### src/rtl/uart_pkg.sv
// Shared UART transmit-path definitions: arbiter state encoding, default byte width, clog2 helper.
// Pure declarations; no logic, latency or flow control of its own.
package uart_pkg;

  localparam int UART_DW = 8;

  typedef enum logic [2:0] {
    IDLE      = 3'd0,
    LAUNCH    = 3'd1,
    WAIT_BUSY = 3'd2,
    WAIT_DONE = 3'd3,
    GAP       = 3'd4
  } arb_state_t;

  // Never returns 0, so widths derived from it stay legal for degenerate parameters.
  function automatic int clog2(input int value);
    int r;
    r = 0;
    while ((1 << r) < value) begin
      r++;
    end
    return (r == 0) ? 1 : r;
  endfunction

endpackage

### src/rtl/rr_select.sv
// Round-robin priority encoder: first set req bit at or after ptr (mod N) wins.
// Purely combinational, zero latency; no flow control.
module rr_select import uart_pkg::*; #(
  parameter int N = 4
) (
  input  logic [N-1:0]          req,
  input  logic [clog2(N)-1:0]   ptr,
  output logic                  valid,
  output logic [clog2(N)-1:0]   winner
);

  localparam int IW = clog2(N);

  logic [IW:0] cand;

  // Scan from the farthest candidate down so the one nearest ptr is written last.
  always_comb begin
    valid  = 1'b0;
    winner = '0;
    cand   = '0;
    for (int k = N - 1; k >= 0; k--) begin
      cand = {1'b0, ptr} + (IW + 1)'(k);
      if (cand >= (IW + 1)'(N)) begin
        cand = cand - (IW + 1)'(N);
      end
      if (req[cand[IW-1:0]]) begin
        valid  = 1'b1;
        winner = cand[IW-1:0];
      end
    end
  end

endmodule

### src/rtl/uart_tx_arbiter.sv
// Shares one UART transmitter among N byte producers, round-robin, one byte per grant.
// Grant edge -> ack/tx_start next cycle; waits on tx_busy, requests are ignored outside IDLE.
module uart_tx_arbiter import uart_pkg::*; #(
  parameter int N            = 4,
  parameter int DW           = UART_DW,
  parameter int BUSY_TIMEOUT = 16,
  parameter int GAP_CYCLES   = 0
) (
  input  logic                  clk,
  input  logic                  rst,
  input  logic [N-1:0]          req,
  input  logic [N*DW-1:0]       req_data,
  output logic [N-1:0]          ack,
  output logic                  tx_start,
  output logic [DW-1:0]         tx_data,
  input  logic                  tx_busy,
  output logic [clog2(N)-1:0]   owner,
  output logic                  active,
  output logic                  timeout_err
);

  localparam int IW      = clog2(N);
  localparam int CNT_MAX = (BUSY_TIMEOUT > GAP_CYCLES) ? BUSY_TIMEOUT : GAP_CYCLES;
  localparam int CW      = clog2(CNT_MAX + 1);
  // BUSY_TIMEOUT must be at least 2: the LAUNCH cycle counts toward the wait.
  localparam logic [CW-1:0] TO_LAST  = CW'(BUSY_TIMEOUT - 1);
  localparam logic [CW-1:0] GAP_LAST = CW'((GAP_CYCLES > 0) ? GAP_CYCLES - 1 : 0);

  arb_state_t        state_q, state_d;
  logic [N-1:0]      ack_q, ack_d;
  logic              tx_start_q, tx_start_d;
  logic [DW-1:0]     tx_data_q, tx_data_d;
  logic [IW-1:0]     owner_q, owner_d;
  logic [IW-1:0]     ptr_q, ptr_d;
  logic [CW-1:0]     cnt_q, cnt_d;
  logic              err_q, err_d;

  logic              sel_valid;
  logic [IW-1:0]     sel_idx;
  logic              grant;
  logic [CW-1:0]     cnt_inc;

  rr_select #(.N(N)) u_rr_select (
    .req    (req),
    .ptr    (ptr_q),
    .valid  (sel_valid),
    .winner (sel_idx)
  );

  assign grant   = (state_q == IDLE) && !tx_busy && sel_valid;
  assign cnt_inc = cnt_q + 1'b1;

  always_ff @(posedge clk) begin
    if (!rst) begin
      state_q <= IDLE;
    end else begin
      state_q <= state_d;
    end
  end

  always_comb begin
    state_d = state_q;
    unique case (state_q)
      IDLE:      if (grant) state_d = LAUNCH;
      LAUNCH:    state_d = WAIT_BUSY;
      WAIT_BUSY: begin
        if (tx_busy) begin
          state_d = WAIT_DONE;
        end else if (cnt_inc == TO_LAST) begin
          state_d = IDLE;
        end
      end
      WAIT_DONE: if (!tx_busy) state_d = (GAP_CYCLES == 0) ? IDLE : GAP;
      GAP:       if (cnt_q == GAP_LAST) state_d = IDLE;
      default:   state_d = IDLE;
    endcase
  end

  always_comb begin
    ack_d      = '0;
    tx_start_d = 1'b0;
    tx_data_d  = tx_data_q;
    owner_d    = owner_q;
    ptr_d      = ptr_q;
    cnt_d      = cnt_q;
    err_d      = err_q;
    unique case (state_q)
      IDLE: begin
        if (grant) begin
          ack_d[sel_idx] = 1'b1;
          tx_start_d     = 1'b1;
          tx_data_d      = req_data[sel_idx*DW +: DW];
          owner_d        = sel_idx;
          ptr_d          = (sel_idx == IW'(N - 1)) ? '0 : sel_idx + 1'b1;
        end
      end
      LAUNCH:    cnt_d = '0;
      WAIT_BUSY: begin
        cnt_d = cnt_inc;
        if (!tx_busy && cnt_inc == TO_LAST) begin
          err_d = 1'b1;
        end
      end
      WAIT_DONE: cnt_d = '0;
      GAP:       cnt_d = cnt_inc;
      default:   cnt_d = '0;
    endcase
    active = (state_q != IDLE);
  end

  always_ff @(posedge clk) begin
    if (!rst) begin
      ack_q      <= '0;
      tx_start_q <= 1'b0;
      tx_data_q  <= '0;
      owner_q    <= '0;
      ptr_q      <= '0;
      cnt_q      <= '0;
      err_q      <= 1'b0;
    end else begin
      ack_q      <= ack_d;
      tx_start_q <= tx_start_d;
      tx_data_q  <= tx_data_d;
      owner_q    <= owner_d;
      ptr_q      <= ptr_d;
      cnt_q      <= cnt_d;
      err_q      <= err_d;
    end
  end

  assign ack         = ack_q;
  assign tx_start    = tx_start_q;
  assign tx_data     = tx_data_q;
  assign owner       = owner_q;
  assign timeout_err = err_q;

endmodule

### config.mk
export PLATFORM = sky130hd
export DESIGN_NAME = uart_tx_arbiter
export DESIGN_NICKNAME = d
export VERILOG_FILES = /design/src/rtl/uart_pkg.sv /design/src/rtl/rr_select.sv /design/src/rtl/uart_tx_arbiter.sv
export SDC_FILE = /design/constraint.sdc
export NUM_CORES = 1
export LEC_CHECK = 0
export ABC_AREA = 0
export CORE_ASPECT_RATIO = 1.1
export CORE_UTILIZATION = 39
export CTS_BUF_LIST = sky130_fd_sc_hd__clkbuf_4
export DETAILED_ROUTE_END_ITERATION = 6
export PLACE_DENSITY = 0.77
export REMOVE_ABC_BUFFERS = 1
export SETUP_SLACK_MARGIN = 0.5
export SYNTH_ARGS = -nofsm -noshare
export SYNTH_HDL_FRONTEND = slang
export SYNTH_SLANG_ARGS = --single-unit
### constraint.sdc
create_clock -name clk -period 1.7 [get_ports clk]
set_input_delay 0.255 -clock clk [delete_from_list [all_inputs] [get_ports clk]]
set_output_delay 0.255 -clock clk [all_outputs]
set_load 0.02 [all_outputs]
==> summary.txt, run 1 <==
status = finished, violations left
failing checks = design-rule violations
layout cells sized above 1 = 0.403
Slew headroom = 0.802
Cells after Synth = 140
Clock Skew = 0.00384 ns
Pleak = 0.000951 uW
CP arrival = 1.80 ns
area grow syn2layout = 67.6%
Final ANT Viol Nets = 0
vias in the first global route = 1393
total core area = 3130 um^2
M1 GR Usage = 0.214
later-pin clock latency in the skew report = 0.33 ns
First-pass DRT Iterations = 6
Final Hold Fails = 0
asr flop ratio synth = 0
Power Dens Cells = 690 nW/um^2
crit end category = flip-flop
dpl ws = -0.346 ns
Nets = 267
crit-path cells = a21oi_2 > o21a_1 > o22ai_2 > inv_4 > ha_2 > o31ai_1 > and2_1
Boundary Pins = 56
min setup slack post-route = 0.183 ns
Slew Limit Fails = 0
clk slew on worst S/H paths = 0.14 ns
syn_area_per_cell = 9.46 um^2
WP buf/inv = 1
WP data required = 1.98 ns
GP Congestion = 0.753
M2 GR Usage = 0.375
RSZ-0062 raised after global routing = true
Worst Hold Class = flip-flop to flip-flop
Synth Flop Type = dfxtp_1
Num CTS Buffers = 3
Clock Sinks = 25
ant diodes = 0
Final Cycle Share = 0.892
DIE AREA = 3630 um^2
critical path class = flip-flop to flip-flop
VDD IR max = 0.379 mV
CTS H-tree lvls = 1
WL/cell = 14.0 um
row cnt = 21
final instance area = 2220 um^2
Remaining Overflow, GRT = 0
FMAX = 659 MHz
# setup viols final = 0
post-synth cell types = 42
die extent in x = 57.6 um
First DRT Iteration DRCs = 29
busiest layer in global routing = met2
die height = 63.1 um
# fillers = 247
hpwl dp = 2.59 mm
slowest stage cell, crit path = dfxtp_4
crit start category = flip-flop
Crit Path Max Fanout = 5
Post-synth EDFFs = 0
maximum clock path buffer count = 2
Hold Path Depth = 2
TritonCTS clock tree = built
via count = 1375
Syn Std Cell Area = 1320 um^2
# DRC = 1
worst r2r path cells = 7
Placement Cell Area = 2010 um^2
sequential-to-total area share from yosys stat = 0.378
pin count of the biggest net entering global routing = 21
number of antenna violations at the first check in global routing = 0
gr usage total = 0.202
min Tclk post-route = 1.52 ns
first-pass GRT wire length = 5.89 mm
FF+latch count, synth = 25
CP top delay family = compound AO/OA/AOI/OAI gates
PortBufs = 55
WP depth = 7
Global Route met3 Usage = 0.0513
Ys Warns = 0
CTS root buf = clkbuf_4
vias per cell = 5.39
final WL = 3.56 mm
Starting Density = 0.423
measured slew at the worst slew-check pin = 0.295 ns
Largest stage delay, worst path = 0.41 ns
CTS hold repair buffers = 0
max-cap viol count = 0
[final timing paths]
path | endpoint | startpoint | slack (ns)
max reg2reg | ptr_q[0]$_SDFFE_PN0P_ | ptr_q[1]$_SDFFE_PN0P_ | 0.18
min | owner[1]$_SDFFE_PN0P_ | owner[1]$_SDFFE_PN0P_ | 0.47
min reg2reg | owner[1]$_SDFFE_PN0P_ | owner[1]$_SDFFE_PN0P_ | 0.47
max | ptr_q[0]$_SDFFE_PN0P_ | ptr_q[1]$_SDFFE_PN0P_ | 0.18
[area by class of cell]
cell class                 count  area [um^2]  area share
multi-input combinational    103          875       0.394
timing repair buffer          84          726       0.327
sequential                    25          522       0.235
tap                           34         42.5      0.0192
clock buffer                   4         30.0      0.0135
inverter                       5         23.8      0.0107
[where the power goes]
| group | leakage (uW) | switching [uW] | internal [uW] |
|---|---|---|---|
| Combinational | 0.000724 | 255 | 315 |
| Sequential | 0.000208 | 37.0 | 632 |
| Clock | 0.0000184 | 184 | 108 |
[state kept, by name, indices dropped and copies added, names as in the netlist]
signal       flops
tx_data          8
ack              4
timeout_err      1
tx_start         1
owner            2
cnt_q            5
ptr_q            2
state_q          2
[cell usage in the layout (no fill, tap or decap), types with 3 or more instances in the layout]
master	instances
dlygate4sd2_1	3
nor2_1	7
o211ai_1	4
mux2i_1	14
nand2_1	6
dfxtp_4	5
buf_4	19
nand2_2	6
ha_2	3
dfxtp_1	18
clkdlybuf4s50_1	34
buf_6	11
nand3_1	8
inv_1	3
and3_1	4
clkbuf_4	4
buf_2	16
xor2_1	3
a21boi_2	4
o221ai_1	6
[repair_timing]
item | in CTS | in global routing
gates resized for setup | 88 | 45
pin swaps | 12 | 17
buffers inserted | 9 | 2
setup endpoints to repair | 37 | 25
[worst reg2reg max path, stage by stage (launching register included)]
cell,delay (ns)
dfxtp_4,0.41
a21oi_2,0.06
o21a_1,0.18
o22ai_2,0.22
inv_4,0.08
ha_2,0.19
o31ai_1,0.19
and2_1,0.14
[kinds of logic (layout without fill, tap and decap cells)]
family	after synthesis	in the layout	share of synthesized area
DFF	25	25	0.378
AOI/OAI and AO/OA	29	29	0.171
adders and majority gates	6	6	0.0567
buffers and inverters	12	93	0.0444
and+or+nand+nor	49	49	0.210
muxes	15	15	0.113
xor gates and xnor gates	4	4	0.0265
[cells in the mapped netlist (2+ instances only)]
library cell	instances	share of area
a21oi_1	2	0.0076
ha_1	6	0.057
inv_1	3	0.0085
mux2i_1	15	0.11
nand3_1	8	0.030
xor2_1	3	0.020
clkbuf_1	3	0.0085
a21boi_0	7	0.040
nand4_1	2	0.0095
o211ai_1	4	0.023
and3_1	6	0.028
nand2_1	12	0.034
nor2_1	7	0.020
o221ai_1	6	0.040
dfxtp_1	25	0.38
nand2b_1	2	0.0095
nor2b_1	2	0.0095
buf_2	3	0.011
[per-layer routing]
metal	wire [um]	vias up	share of wire
li1	-	674	-
met3	246	5	0.069
met1	1390	641	0.39
met2	1880	55	0.53
met5	0	-	0
met4	41	0	0.012
[metrics by stage]
| step | total power, uW | util | hold WS (ns) | instances | setup TNS (ns) |
|---|---|---|---|---|---|
| 6_report | 1530 | 0.709 | 0.466 | 255 | 0 |
| 5_1_grt | 1610 | 0.709 | 0.494 | 255 | 0 |
| 4_1_cts | 1480 | 0.671 | 0.479 | 253 | 0 |
| 3_5_place_dp | 1180 | 0.644 | 0.460 | 240 | -4.06 |
| 3_3_place_gp | 1170 | 0.644 | 0.459 | 240 | -3.23 |
| 2_1_floorplan | 904 | - | 0.377 | 133 | 0 |
Power figures use the tool's default switching activity.
==> inputs of run 2 (changes only) <==
Settings changed: PLACE_DENSITY 0.77 to 0.78.
==> summary.txt, run 2 (same netlist as run 1, synthesis figures left out) <==
hpwl dp = 2.68 mm
First-pass DRT Iterations = 6
die extent in x = 57.6 um
die height = 63.1 um
CTS hold repair buffers = 0
Worst Hold Class = primary input to flip-flop
Starting Density = 0.423
Clock Sinks = 25
Reg area = 519 um^2
Final Power = 1480 uW
# fillers = 245
Slew Limit Fails = 0
FMAX = 642 MHz
RSZ-0062 raised after global routing = true
most common cell after layout, fill and taps aside = clkdlybuf4s50_1
failing checks = design-rule violations
pin count of the biggest net entering global routing = 21
PortBufs = 55
WHS = 0.340 ns
WP data required = 1.96 ns
crit start category = flip-flop
min Tclk post-route = 1.56 ns
WL/cell = 13.7 um
Pleak = 0.000913 uW
Largest stage delay, worst path = 0.39 ns
Hold Path Depth = 3
Nets = 262
CTS H-tree lvls = 1
max reg flops = 8
CP arrival = 1.82 ns
Final Hold Fails = 0
Power Dens Cells = 695 nW/um^2
gr usage total = 0.191
R2R Setup Slk = 0.14 ns
Clock Skew = 0.0121 ns
row cnt = 21
Slew headroom = 0.810
ant diodes = 0
hold endpoint = state_q[0]$_SDFFE_PN0P_
first-pass GRT wire length = 5.47 mm
launch point of the worst reg-to-reg path = ptr_q[1]$_SDFFE_PN0P_
setup_tns = 0 ns
crit end category = flip-flop
CTS root buf = clkbuf_4
GP Congestion = 0.737
First DRT Iteration DRCs = 31
Layout Cells excl Fill = 250
# setup viols final = 0
later-pin clock latency in the skew report = 0.32 ns
FF-to-FF End = ptr_q[0]$_SDFFE_PN0P_
vias per cell = 5.23
total core area = 3130 um^2
Remaining Overflow, GRT = 0
area grow syn2layout = 60.6%
Final ANT Viol Nets = 0
clk slew on worst S/H paths = 0.14 ns
footprint of the multi-input gates = 828 um^2
TritonCTS clock tree = built
worst r2r path cells = 8
CP top delay family = compound AO/OA/AOI/OAI gates
VDD IR max = 0.632 mV
Boundary Pins = 56
Num CTS Buffers = 3
Crit Path Max Fanout = 4
crit-path cells = buf_6 > mux2i_1 > o22a_1 > nand2_2 > inv_2 > buf_4 > o31ai_1 > and2_1
most frequent cells in the layout = clkdlybuf4s50_1, buf_4, dfxtp_1
final WL = 3.42 mm
DIE AREA = 3630 um^2
layout cells sized above 1 = 0.324
max-cap viol count = 0
via count = 1308
Final Cycle Share = 0.917
hold path startpoint = tx_busy
WP buf/inv = 3
# DRC = 1
vias in the first global route = 1277
slowest stage cell, crit path = dfxtp_4
number of antenna violations at the first check in global routing = 0
critical path class = flip-flop to flip-flop
measured slew at the worst slew-check pin = 0.283 ns
maximum clock path buffer count = 2
status = finished, violations left
placed insts = 240
## run 2: routing by layer
layer	vias to the layer above	GRT usage	routed length, um
met2	43	0.374	1880
met3	2	0.0657	210
met5	-	0	0
met4	0	0.0152	21
li1	664	-	-
met1	599	0.199	1320
## run 2: cell type report
cell class                 instances  area share
clock buffer                       4      0.0141
inverter                           5      0.0100
multi-input combinational        103       0.390
sequential                        25       0.244
tap                               34      0.0200
timing repair buffer              79       0.322
## run 2: worst register-to-register path, delay by kind of cell (launching register included)
family | cells | cell delay (ns)
buffers and inverters | 3 | 0.32
flip-flops | 1 | 0.39
multiplexers | 1 | 0.11
AND/OR/NAND/NOR | 2 | 0.23
AO/OA/AOI/OAI | 2 | 0.46
## run 2: stage by stage
step	setup WS, ns	area (um^2)	utilization
floorplan	0.0258	1290	-
global placement	-0.263	2010	0.644
detailed placement	-0.334	2010	0.644
CTS	0.144	2060	0.659
global route	0.0743	2130	0.680
finish	0.141	2130	0.680
## run 2: repair_timing
action / in CTS / in global routing
pin swaps: 9 / 15
gates resized for setup: 76 / 33
cloned: 0 / 0
setup buffers: 3 / 3
endpoints found under the setup margin: 37 / 26
## run 2: worst max path at each step
| stage | cells after the start | to | startpoint |
|---|---|---|---|
| 2_1_floorplan | 7 | ptr_q[0]$_SDFFE_PN0P_ | ptr_q[1]$_SDFFE_PN0P_ |
| 3_3_place_gp | 7 | ptr_q[0]$_SDFFE_PN0P_ | req[2] |
| 3_5_place_dp | 7 | ptr_q[0]$_SDFFE_PN0P_ | req[2] |
| 4_1_cts | 8 | ptr_q[0]$_SDFFE_PN0P_ | ptr_q[1]$_SDFFE_PN0P_ |
| 5_1_grt | 7 | ack[0]$_SDFF_PN0_ | ptr_q[1]$_SDFFE_PN0P_ |
| 6_report | 8 | ptr_q[0]$_SDFFE_PN0P_ | ptr_q[1]$_SDFFE_PN0P_ |
## run 2: report_power, final
group / internal (uW) / leakage [uW] / switching, uW / total [uW]
combinational: 283 / 0.000687 / 240 / 523
sequential: 633 / 0.000208 / 37.9 / 671
clock: 108 / 0.0000184 / 175 / 283
total: 1020 / 0.000913 / 453 / 1480
